`config.mk`:
```
export PLATFORM = sky130hd
export DESIGN_NAME = control_clave
export DESIGN_NICKNAME = d
export VERILOG_FILES = /design/src/rtl/control_clave.sv
export SDC_FILE = /design/constraint.sdc
export NUM_CORES = 1
export LEC_CHECK = 0
export CAP_MARGIN = 0
export CORE_UTILIZATION = 44
export DETAILED_ROUTE_END_ITERATION = 10
export PLACE_DENSITY = 0.66
export SYNTH_ARGS = -nofsm -noshare
export SYNTH_HDL_FRONTEND = slang
export SYNTH_SLANG_ARGS = --single-unit
```
`constraint.sdc`:
```
create_clock -name clk -period 2.46 [get_ports clk]
set_clock_uncertainty 0.05 [all_clocks]
set_input_delay 0.369 -clock clk [delete_from_list [all_inputs] [get_ports clk]]
set_output_delay 0.369 -clock clk [all_outputs]
set_load 0.005 [all_outputs]
```
`src/rtl/control_clave.sv`:
```
// control_clave: four-digit BCD keypad code checker with an independent timer.
// The optional lockout after three consecutive failures is enabled by defining
// the macro CONTROL_CLAVE_BLOQUEO_EN; without it, bloqueo is tied low and
// entry stays allowed with intentos saturated at 3.
module control_clave #(
    parameter logic [15:0] CLAVE     = 16'h1234,
    parameter int          T_CRONO   = 20,
    parameter int          T_BLOQUEO = 50
) (
    input  logic       clk,
    input  logic       rst,
    input  logic       tecla_ok,
    input  logic [3:0] tecla,
    input  logic       inicia_crono,
    output logic       pw,
    output logic       pf,
    output logic       ro,
    output logic [1:0] intentos,
    output logic       bloqueo
);

    // Both counters are 8 bits wide, so reject lengths they cannot represent.
    if (T_CRONO < 2 || T_CRONO > 255 || T_BLOQUEO < 2 || T_BLOQUEO > 255) begin : g_param_invalido
        $error("control_clave: T_CRONO and T_BLOQUEO must lie in 2..255");
    end

`ifdef CONTROL_CLAVE_BLOQUEO_EN
    typedef enum logic [1:0] {ESPERA, DIGITOS, EVALUA, BLOQUEO} estado_t;
    localparam logic [7:0] BLOQ_FIN = 8'(T_BLOQUEO - 1);
    logic [7:0] cuenta_bloq_q, cuenta_bloq_d;
`else
    typedef enum logic [1:0] {ESPERA, DIGITOS, EVALUA} estado_t;
`endif

    localparam logic [7:0] CRONO_FIN = 8'(T_CRONO - 1);

    estado_t     estado_q, estado_d;
    logic [1:0]  indice_q, indice_d;
    logic [15:0] registro_q, registro_d;
    logic        pw_q, pw_d;
    logic        pf_q, pf_d;
    logic [1:0]  intentos_q, intentos_d;

    logic [7:0]  crono_q, crono_d;
    logic        crono_activo_q, crono_activo_d;
    logic        ro_q, ro_d;

    // Key FSM: collect digits, compare the full code, track failures and lockout.
    always_comb begin
        estado_d   = estado_q;
        indice_d   = indice_q;
        registro_d = registro_q;
        pw_d       = 1'b0;
        pf_d       = 1'b0;
        intentos_d = intentos_q;
`ifdef CONTROL_CLAVE_BLOQUEO_EN
        cuenta_bloq_d = cuenta_bloq_q;
`endif
        case (estado_q)
            ESPERA, DIGITOS: begin
                if (tecla_ok) begin
                    if (tecla <= 4'd9) begin
                        registro_d = {registro_q[11:0], tecla};
                        indice_d   = indice_q + 2'd1;
                        estado_d   = (indice_q == 2'd3) ? EVALUA : DIGITOS;
                    end else if (tecla == 4'hF) begin
                        indice_d   = 2'd0;
                        registro_d = 16'h0000;
                        estado_d   = ESPERA;
                    end
                end
            end
            EVALUA: begin
                indice_d = 2'd0;
                estado_d = ESPERA;
                if (registro_q == CLAVE) begin
                    pw_d       = 1'b1;
                    intentos_d = 2'd0;
                end else begin
                    pf_d = 1'b1;
                    if (intentos_q != 2'd3) begin
                        intentos_d = intentos_q + 2'd1;
                    end
`ifdef CONTROL_CLAVE_BLOQUEO_EN
                    if (intentos_q == 2'd2) begin
                        estado_d      = BLOQUEO;
                        cuenta_bloq_d = 8'd0;
                    end
`endif
                end
            end
`ifdef CONTROL_CLAVE_BLOQUEO_EN
            BLOQUEO: begin
                if (cuenta_bloq_q == BLOQ_FIN) begin
                    estado_d   = ESPERA;
                    intentos_d = 2'd0;
                end else begin
                    cuenta_bloq_d = cuenta_bloq_q + 8'd1;
                end
            end
`endif
            default: estado_d = ESPERA;
        endcase
    end

    // Key FSM state register.
    always_ff @(posedge clk or posedge rst) begin
        if (rst) begin
            estado_q   <= ESPERA;
            indice_q   <= 2'd0;
            registro_q <= 16'h0000;
            pw_q       <= 1'b0;
            pf_q       <= 1'b0;
            intentos_q <= 2'd0;
`ifdef CONTROL_CLAVE_BLOQUEO_EN
            cuenta_bloq_q <= 8'd0;
`endif
        end else begin
            estado_q   <= estado_d;
            indice_q   <= indice_d;
            registro_q <= registro_d;
            pw_q       <= pw_d;
            pf_q       <= pf_d;
            intentos_q <= intentos_d;
`ifdef CONTROL_CLAVE_BLOQUEO_EN
            cuenta_bloq_q <= cuenta_bloq_d;
`endif
        end
    end

    // Timer: a start clears ro and counts edges until T_CRONO is reached, then ro latches high.
    always_comb begin
        crono_d        = crono_q;
        crono_activo_d = crono_activo_q;
        ro_d           = ro_q;
        if (inicia_crono) begin
            crono_d        = 8'd0;
            crono_activo_d = 1'b1;
            ro_d           = 1'b0;
        end else if (crono_activo_q) begin
            crono_d = crono_q + 8'd1;
            if (crono_q == CRONO_FIN) begin
                crono_activo_d = 1'b0;
                ro_d           = 1'b1;
            end
        end
    end

    // Timer state register.
    always_ff @(posedge clk or posedge rst) begin
        if (rst) begin
            crono_q        <= 8'd0;
            crono_activo_q <= 1'b0;
            ro_q           <= 1'b0;
        end else begin
            crono_q        <= crono_d;
            crono_activo_q <= crono_activo_d;
            ro_q           <= ro_d;
        end
    end

    assign pw       = pw_q;
    assign pf       = pf_q;
    assign ro       = ro_q;
    assign intentos = intentos_q;
`ifdef CONTROL_CLAVE_BLOQUEO_EN
    assign bloqueo  = (estado_q == BLOQUEO);
`else
    assign bloqueo  = 1'b0;
`endif

endmodule

```
==> impl_metrics.toml <==
[worst_setup_path]
worstPathCellList = "clkdlybuf4s50_1 > o21a_1 > nor2_1 > a22o_1"
critPathBufInv = 1
critPathSlowestCell = "nor2_1"
path_max_fanout = 15
critPathTopFamily = "simple AND/OR/NAND/NOR gates"
reg2reg_slack_ns = 0.73
cp.arrival_ns = 2.06
crit_type = "in2reg"
cp-start-kind = "input pin"
reg2reg_to = "registro_q[13]"
r2r_cells = 3
crit_start = "tecla[1]"
cp.required_ns = 2.68
max_stage_delay_ns = 0.73
cp-end-kind = "flop"
worstSetupPathDepth = 4
reg2reg_from = "estado_q[1]"
crit_end = "registro_q[13]"

[drt]
wl_met2_um = 1170
wl_per_cell_um = 13.5
top_layer = "met4"
dr_wl_met3_um = 92
avgViaCountPerCell = 5.38
remaining_drc_errors = 0
antenna_left = 0
drtIter0Drc = 24
vias = 990
first_pass_iters = 4
met1_length_um = 1180
routed_wirelength_um = 2480

[global_route]
grt_pass1_vias = 926
grt.total_usage_pct = 16.0
overflow = 0
grt_max_degree = 35
antenna_found_initial = 0
grt_pass1_wl_um = 4040

[sta]
fmax_ghz = 0.544
min_period_ns = 1.84
worstMarginPinSlew_ns = 0.937
final_max_slew_viol_count = 0
setup_viol = 0
fin_crit_sh_pct = 74.7
grt_setup_unrepaired = "no"
setup-tns-final_ns = 0
final_hold_viol_count = 0
slew-limit-headroom_pct = 37.3

[yosys]
seq_area_frac_synth_pct = 57.0
avgSynthCellArea_um2 = 12.1
syn_inst = 123
syn_area_um2 = 1490
synth_edf_count = 0
async_reset_ff_share_pct = 100
ys.warnings.count = 0
ys_ff_latch = 34
synth_top_flop_cell = "dfrtp_1"
syn_nets = 134
yosys.cell_types.count = 40

[clocking]
cts_root_buf = "clkbuf_4"
worstSkewPairLatency_ns = 0.33
cts_hold_buf = 0
cts_buffers = 5
ctsResizeCount = 0
cts_sinks = 34
clkTransAtPathRegs_ns = 0.10
post_cts_buffers = 0
cts_tree = "built"
htree_levels = 2
clk_path_buf_depth = 2

[die]
die-area_um2 = 3630
core_um2 = 3130
io_pins = 14
die_height_um = 60.2
row_count = 20
die_x_um = 60.2
start_util_pct = 47.7

[worst_hold_path]
min_path_type = "in2async"

[layout]
final_cell_mix = "34 x dfrtp_1, 13 x a22o_1, 12 x clkdlybuf4s50_1, 8 x nor2_1"
antenna_cells = 0
area_growth_pct = 14.8
layout_commonest_cell = "dfrtp_1"
drive_gt1_share_pct = 11.4
nNetsFinal = 150
final_cells = 184

[job]
max_cap_violations = 0

[run_status]
status = "finished, final reports clean"

[placement]
dp_hpwl_um = 1790
numPortBuffers = 12
gp_congestion = 0.783
dp_cells = 176

[pwr]
ir_drop_uv = 446
pwr_density_cell_nw_per_um2 = 753
p_leak_nw = 0.771
## metrics by stage
stage               cell area, um^2  utilization, %  hold slack, ns  power (mW)  worst slack, ns
finish                         1710            54.8           0.369        1.29            0.622
global route                   1710            54.8           0.401        1.37            0.535
CTS                            1710            54.8           0.370        1.31            0.629
detailed placement             1650            52.8           0.436       0.994            0.273
global placement               1650            52.8           0.424       0.974            0.357
floorplan                      1490               -           0.409       0.891             1.06
## logic make-up after synthesis
kind of cell / Yosys count / synth area share [%]
AOI/OAI and AO/OA: 31 / 16.0
xor gates and xnor gates: 5 / 2.94
adders and majority gates: 3 / 2.52
buffers and inverters: 8 / 2.68
DFF: 34 / 57.0
muxes: 4 / 2.85
other: 1 / 0.251
and+or+nand+nor: 37 / 15.7
## Yosys cell counts, drive strengths merged, types with 2 or more instances
cell    instances  share of area (%)
a21oi           5                1.7
a22o           13                7.6
a32o            2                1.3
buf             4                1.7
dfrtp          34                 57
ha              3                2.5
inv             3               0.75
mux2            2                1.5
mux2i           2                1.3
nand2           3               0.75
nand2b          3                1.3
nand3           3                1.3
nand4           2               0.84
nor2            8                2.0
nor2b           2               0.84
nor3            2               0.67
nor4b           3                2.2
nor4bb          2                1.3
o21ai           4                1.3
o31ai           2                1.0
or3             2               0.84
or4             2                1.3
xnor2           2                1.2
xor2            3                1.8
## sequential cells by signal, indices dropped and copies added, names as in the netlist
name / count
registro_q: 16
crono_q: 8
estado_q: 2
indice_q: 2
intentos: 2
crono_activo_q: 1
pf: 1
pw: 1
ro: 1
## worst min path at each step
stage / slack, ns / end / from
floorplan: 0.41 / registro_q[12] / registro_q[12]
global placement: 0.42 / registro_q[12] / registro_q[12]
detailed placement: 0.44 / ro / ro
CTS: 0.37 / ro / rst
global route: 0.40 / registro_q[11] / rst
finish: 0.37 / registro_q[13] / rst
## final cells by class
cell class / instances / area, um^2
fill: 295 / 1420
sequential: 34 / 851
multi-input combinational: 81 / 601
timing repair buffer: 14 / 135
clock buffer: 7 / 55.1
tap: 44 / 55.1
inverter: 3 / 11.3
clock inverter: 1 / 5.00
## layer usage
metal	GRT usage (%)	up-vias
met4	5.98	0
met3	7.14	4
li1	-	488
met1	19.2	485
met2	25.3	13
met5	0	-
## where the power goes
group	switching [mW]	total, mW	leakage (nW)	internal [mW]
logic	0.0973	0.244	0.289	0.147
registers	0.0785	0.733	0.446	0.655
clock network	0.174	0.313	0.0353	0.138
## tightest hold or removal path, stage by stage
cell             delay (ns)
clkdlybuf4s50_1        0.39
inv_1                  0.05
buf_4                  0.36
(Power assumes the default switching activity.)
==> edit 1 (config.mk and constraints unchanged) <==
Add an input register stage for `tecla_ok`, `tecla` and `inicia_crono`, without a reset; this delays them by one clock.
--- a/src/rtl/control_clave.sv
+++ b/src/rtl/control_clave.sv
@@ -18,6 +18,16 @@
     output logic [1:0] intentos,
     output logic       bloqueo
 );
+
+    logic tecla_ok_q;
+    logic [3:0] tecla_q;
+    logic inicia_crono_q;
+
+    always_ff @(posedge clk) begin
+        tecla_ok_q     <= tecla_ok;
+        tecla_q        <= tecla;
+        inicia_crono_q <= inicia_crono;
+    end
 
     // Both counters are 8 bits wide, so reject lengths they cannot represent.
     if (T_CRONO < 2 || T_CRONO > 255 || T_BLOQUEO < 2 || T_BLOQUEO > 255) begin : g_param_invalido
@@ -58,12 +68,12 @@
 `endif
         case (estado_q)
             ESPERA, DIGITOS: begin
-                if (tecla_ok) begin
-                    if (tecla <= 4'd9) begin
-                        registro_d = {registro_q[11:0], tecla};
+                if (tecla_ok_q) begin
+                    if (tecla_q <= 4'd9) begin
+                        registro_d = {registro_q[11:0], tecla_q};
                         indice_d   = indice_q + 2'd1;
                         estado_d   = (indice_q == 2'd3) ? EVALUA : DIGITOS;
-                    end else if (tecla == 4'hF) begin
+                    end else if (tecla_q == 4'hF) begin
                         indice_d   = 2'd0;
                         registro_d = 16'h0000;
                         estado_d   = ESPERA;
@@ -133,7 +143,7 @@
         crono_d        = crono_q;
         crono_activo_d = crono_activo_q;
         ro_d           = ro_q;
-        if (inicia_crono) begin
+        if (inicia_crono_q) begin
             crono_d        = 8'd0;
             crono_activo_d = 1'b1;
             ro_d           = 1'b0;
Behaviour: not the same (a bounded check fails within 10 cycles, from zero or initial values and one cycle with rst high).
==> edit 1 against the unedited design <==
  * Synthesized cell count increased by 5.7%
  * Total power increased by 18%
  * Area after synthesis increased by 8.9%
  * Largest cell class unchanged
  * Sequential cell count increased by 6
  * Worst setup slack improved by 240 ps
  * Global-route usage increased by 0.93 points
  * Routed wire length increased by 14%
  * Design area increased by 10%
  * Critical endpoint is now intentos[0]
==> edit 1: results (changes against the unedited design) <==
[critical_path] worst-case reg-to-reg path depth 3 [unchanged]
[routing] vias after detailed routing 1071 [was 990]
[cells_and_area] share of cells above drive strength 1 13.5% [was 11.4%]
[critical_path] worst-path fanout max 3 [was 15]
[global_routing] first-pass GRT wire length 5.13 mm [was 4.04 mm]
[power_and_ir_drop] VDD IR-drop max 0.000454 V [was 0.000446 V]
[power_and_ir_drop] leakage power figure 0.856 nW [was 0.771 nW]
[cts] later-pin clock latency in the skew report 290 ps [was 330 ps]
[critical_path] cell type group with the largest total delay on the critical path buffers and inverters [was simple AND/OR/NAND/NOR gates]
[global_routing] GR Overflow Total 0 [unchanged]
[sta] Setup WS post-layout 858 ps [was 622 ps]
[critical_path] worst reg2reg path startpoint inicia_crono_q$_DFF_P_ [was estado_q[1]$_DFFE_PP0P_]
[critical_path] cell with the largest stage delay on the worst path sky130_fd_sc_hd__clkdlybuf4s50_1 [was sky130_fd_sc_hd__nor2_1]
[logic_synthesis] post-synthesis net count 141 [was 134]
[routing] Total Routed Length 2.83 mm [was 2.48 mm]
[global_routing] gr usage total 17.0% [was 16.0%]
[critical_path] setup slack, reg-to-reg 880 ps [was 730 ps]
[logic_synthesis] top cells by area, synth sky130_fd_sc_hd__dfrtp_1, sky130_fd_sc_hd__dfxtp_1, sky130_fd_sc_hd__a22o_1 [was sky130_fd_sc_hd__dfrtp_1, sky130_fd_sc_hd__a22o_1, sky130_fd_sc_hd__ha_1]
[cells_and_area] largest registers ranked by flip-flop count registro_q: 16 flops, crono_q: 8 flops, tecla_q: 4 flops [was registro_q: 16 flops, crono_q: 8 flops]
[cells_and_area] net total in the final layout 158 [was 150]
[placement] pre-CTS WS 935 ps [was 273 ps]
[logic_synthesis] leading post-synthesis cells by instance count sky130_fd_sc_hd__dfrtp_1, sky130_fd_sc_hd__a22o_1, sky130_fd_sc_hd__nor2_1, sky130_fd_sc_hd__dfxtp_1, sky130_fd_sc_hd__a21oi_1 [was sky130_fd_sc_hd__dfrtp_1, sky130_fd_sc_hd__a22o_1, sky130_fd_sc_hd__nor2_1, sky130_fd_sc_hd__a21oi_1, sky130_fd_sc_hd__o21ai_0]
[cts] clock transition at the register clock pins on the worst setup and hold paths after CTS 80 ps [was 100 ps]
[critical_path] data arrival at the endpoint of the critical path 1180 ps [was 2060 ps]
[cells_and_area] number of antenna diodes 0 [unchanged]
[logic_synthesis] share of synthesized registers carrying an async set or reset 85.0% [was 100%]
[placement] hpwl dp 1.93 mm [was 1.79 mm]
[run_status] run status completed [unchanged]
[cts] clock buffer count from CTS 5 [unchanged]
[placement] gp weighted congestion 0.711 [was 0.783]
[logic_synthesis] sequential fraction of the synthesis area 59.8% [was 57.0%]
[critical_path] CP peak stage delay 510 ps [was 730 ps]
[cts] CTS root buf sky130_fd_sc_hd__clkbuf_8 [was sky130_fd_sc_hd__clkbuf_4]
[routing] Iter 0 DRT Violations 68 [was 24]
[cells_and_area] Layout fillers 291 [was 295]
[critical_path] endpoint of the most critical register-to-register path crono_q[7]$_DFFE_PP0P_ [was registro_q[13]$_DFFE_PP0P_]
-- edit 1: kinds of logic (layout without fill, tap and decap cells) --
logic type / count (synthesis) / in the layout / synth area share [%]
xor+xnor: 5 / 5 / 2.70
other cells: 1 / 1 / 0.231
compound gates: 33 / 33 / 15.8
flops: 40 / 40 / 59.8
buf+inv: 7 / 25 / 2.39
fa+ha+maj: 3 / 3 / 2.31
simple gates: 37 / 37 / 14.2
mux: 4 / 4 / 2.62
-- edit 1: per-stage QoR --
step                      instance area [sq um]  hold WS [ps]  cells
final                                      1890           418    194
after global routing                       1890           455    194
after CTS                                  1890           430    194
after detailed placement                   1790           437    186
after global placement                     1790           427    186
after floorplan                            1620           347    130
-- edit 1: worst max path at each step --
stage                                  from                      to  cells after the start
global placement     inicia_crono_q$_DFF_P_  crono_q[7]$_DFFE_PP0P_                      3
floorplan            crono_q[5]$_DFFE_PP0P_          ro$_DFFE_PP0P_                      3
global route        intentos[1]$_DFFE_PP0P_             intentos[1]                      1
CTS                 intentos[0]$_DFFE_PP0P_             intentos[0]                      1
detailed placement   inicia_crono_q$_DFF_P_  crono_q[7]$_DFFE_PP0P_                      3
finish              intentos[0]$_DFFE_PP0P_             intentos[0]                      1
-- edit 1: where the power goes --
group	internal, mW	switching, mW	total, mW
clock	0.223	0.212	0.436
sequential	0.757	0.0841	0.841
combinational	0.146	0.0942	0.240
-- edit 1: cell type report --
type / count / area [sq um] / share of cell area [%]
Multi-Input combinational cell: 83 / 614 / 32.6
Sequential cell: 40 / 971 / 51.5
Clock inverter: 2 / 10.0 / 0.531
Inverter: 2 / 7.51 / 0.398
Clock buffer: 6 / 82.6 / 4.38
Tap cell: 46 / 57.6 / 3.05
Timing Repair Buffer: 15 / 143 / 7.56
-- edit 1: worst min-delay path: cells and delay by family --
kind	cells	cell delay [ps]
buf+inv	3	810
-- edit 1: layer usage --
metal	share of wire (%)	wire length, um	track usage, %
met1	47	1340	22.9
met2	48	1360	25.5
met3	3.4	95	6.02
met4	1.1	30	5.23
met5	0	0	0
==> edit 2 (same settings) <==
Without the edit above. Build with the macro `CONTROL_CLAVE_BLOQUEO_EN` defined.
--- a/src/rtl/control_clave.sv
+++ b/src/rtl/control_clave.sv
@@ -2,6 +2,8 @@
 // The optional lockout after three consecutive failures is enabled by defining
 // the macro CONTROL_CLAVE_BLOQUEO_EN; without it, bloqueo is tied low and
 // entry stays allowed with intentos saturated at 3.
+`define CONTROL_CLAVE_BLOQUEO_EN
+
 module control_clave #(
     parameter logic [15:0] CLAVE     = 16'h1234,
     parameter int          T_CRONO   = 20,
Formal check against the unedited RTL: no difference found for any inputs over 10 cycles, from zero or initial values and one cycle with rst high; that may be too few to reach the edited logic, so the function may still have changed.
==> edit 2 against the unedited design <==
  * Die area up 36%
  * Sequential cell count rose by 8
  * Worst setup slack lost 380 ps
  * Area after synthesis up 37%
  * Sequential power is 27% higher
  * Routed wire length up 49%
  * Total power up 49%
  * Highest routed layer unchanged
  * Design area grew 36%
==> edit 2: results (changes against the unedited design) <==
[placement] gp weighted congestion 0.787 [was 0.783]
[cells_and_area] share of cells above drive strength 1 7.33% [was 11.4%]
[routing] per-cell via count in the routed design 5.47 [was 5.38]
[min_path] Hold Path Class reg2reg [was in2async]
[critical_path] worst reg2reg path startpoint registro_q[3]$_DFFE_PP0P_ [was estado_q[1]$_DFFE_PP0P_]
[critical_path] Critical Path End bloqueo [was registro_q[13]$_DFFE_PP0P_]
[placement] pre-CTS WS 438 ps [was 273 ps]
[global_routing] pin count of the biggest net entering global routing 43 [was 35]
[critical_path] data arrival at the endpoint of the critical path 1800 ps [was 2060 ps]
[critical_path] Worst setup startpoint estado_q[0]$_DFFE_PP0P_ [was tecla[1]]
[critical_path] CP peak stage delay 540 ps [was 730 ps]
[placement] hpwl dp 2.44 mm [was 1.79 mm]
[placement] IO buf count 13 [was 12]
[global_routing] gr usage total 15.7% [was 16.0%]
[critical_path] endpoint of the most critical register-to-register path intentos[1]$_DFFE_PP0P_ [was registro_q[13]$_DFFE_PP0P_]
[cells_and_area] Layout fillers 408 [was 295]
[power_and_ir_drop] leakage power figure 1.03 nW [was 0.771 nW]
[critical_path] setup slack, reg-to-reg 470 ps [was 730 ps]
[logic_synthesis] post-synthesis net count 231 [was 134]
[sta] Fmax achieved 451 MHz [was 544 MHz]
[critical_path] worst-case reg-to-reg path depth 4 [was 3]
[cts] CTS root buf sky130_fd_sc_hd__clkbuf_8 [was sky130_fd_sc_hd__clkbuf_4]
[critical_path] worst-path fanout max 9 [was 15]
[cells_and_area] largest registers ranked by flip-flop count registro_q: 16 flops, crono_q: 8 flops, cuenta_bloq_q: 8 flops [was registro_q: 16 flops, crono_q: 8 flops]
[global_routing] global-route met2 utilization 25.3% [about the same]
[critical_path] cell with the largest stage delay on the worst path sky130_fd_sc_hd__clkdlybuf4s50_1 [was sky130_fd_sc_hd__nor2_1]
[run_status] run status completed [unchanged]
[edit 2: cell families after synthesis]
kind of cell	count (synthesis)	share of synthesized area (%)
AOI/OAI and AO/OA	56	16.3
xor gates and xnor gates	5	2.14
adders and majority gates	6	3.67
buffers and inverters	17	3.55
DFF	42	51.4
muxes	3	1.77
and+or+nand+nor	88	21.2
[edit 2: where the power goes]
group | leakage (nW) | switching (mW) | internal, mW
Clock | 0.0579 | 0.231 | 0.299
Sequential | 0.561 | 0.117 | 0.811
Combinational | 0.410 | 0.246 | 0.221
Total | 1.03 | 0.594 | 1.33
[edit 2: layer usage]
metal  part of all wire [%]  vias up
met2                     48       28
met3                    3.3        4
met5                      0        -
met4                   0.68        0
li1                       -      787
met1                     48      735
[edit 2: metrics by stage]
step	instance area [sq um]	power, mW	std cells	hold slack, ps
6_report	2330	1.93	284	446
5_1_grt	2330	2.05	284	478
4_1_cts	2330	1.94	284	439
2_1_floorplan	2050	1.26	217	392
3_5_place_dp	2220	1.40	276	420
3_3_place_gp	2220	1.40	276	415
[edit 2: area by class of cell]
type / count / share of cell area, %
multi-input cells: 158 / 39.6
flip-flops and latches: 42 / 45.1
well taps: 52 / 2.79
repair buffers: 16 / 6.55
clock inverters: 3 / 1.72
inverters: 8 / 1.29
clock buffers: 5 / 2.95
[edit 2: critical path, delay by kind of cell, from the launching register on]
| family | cells | cell delay, ps |
|---|---|---|
| flip-flops | 1 | 460 |
| buffers and inverters | 2 | 840 |
| AND/OR/NAND/NOR | 1 | 210 |
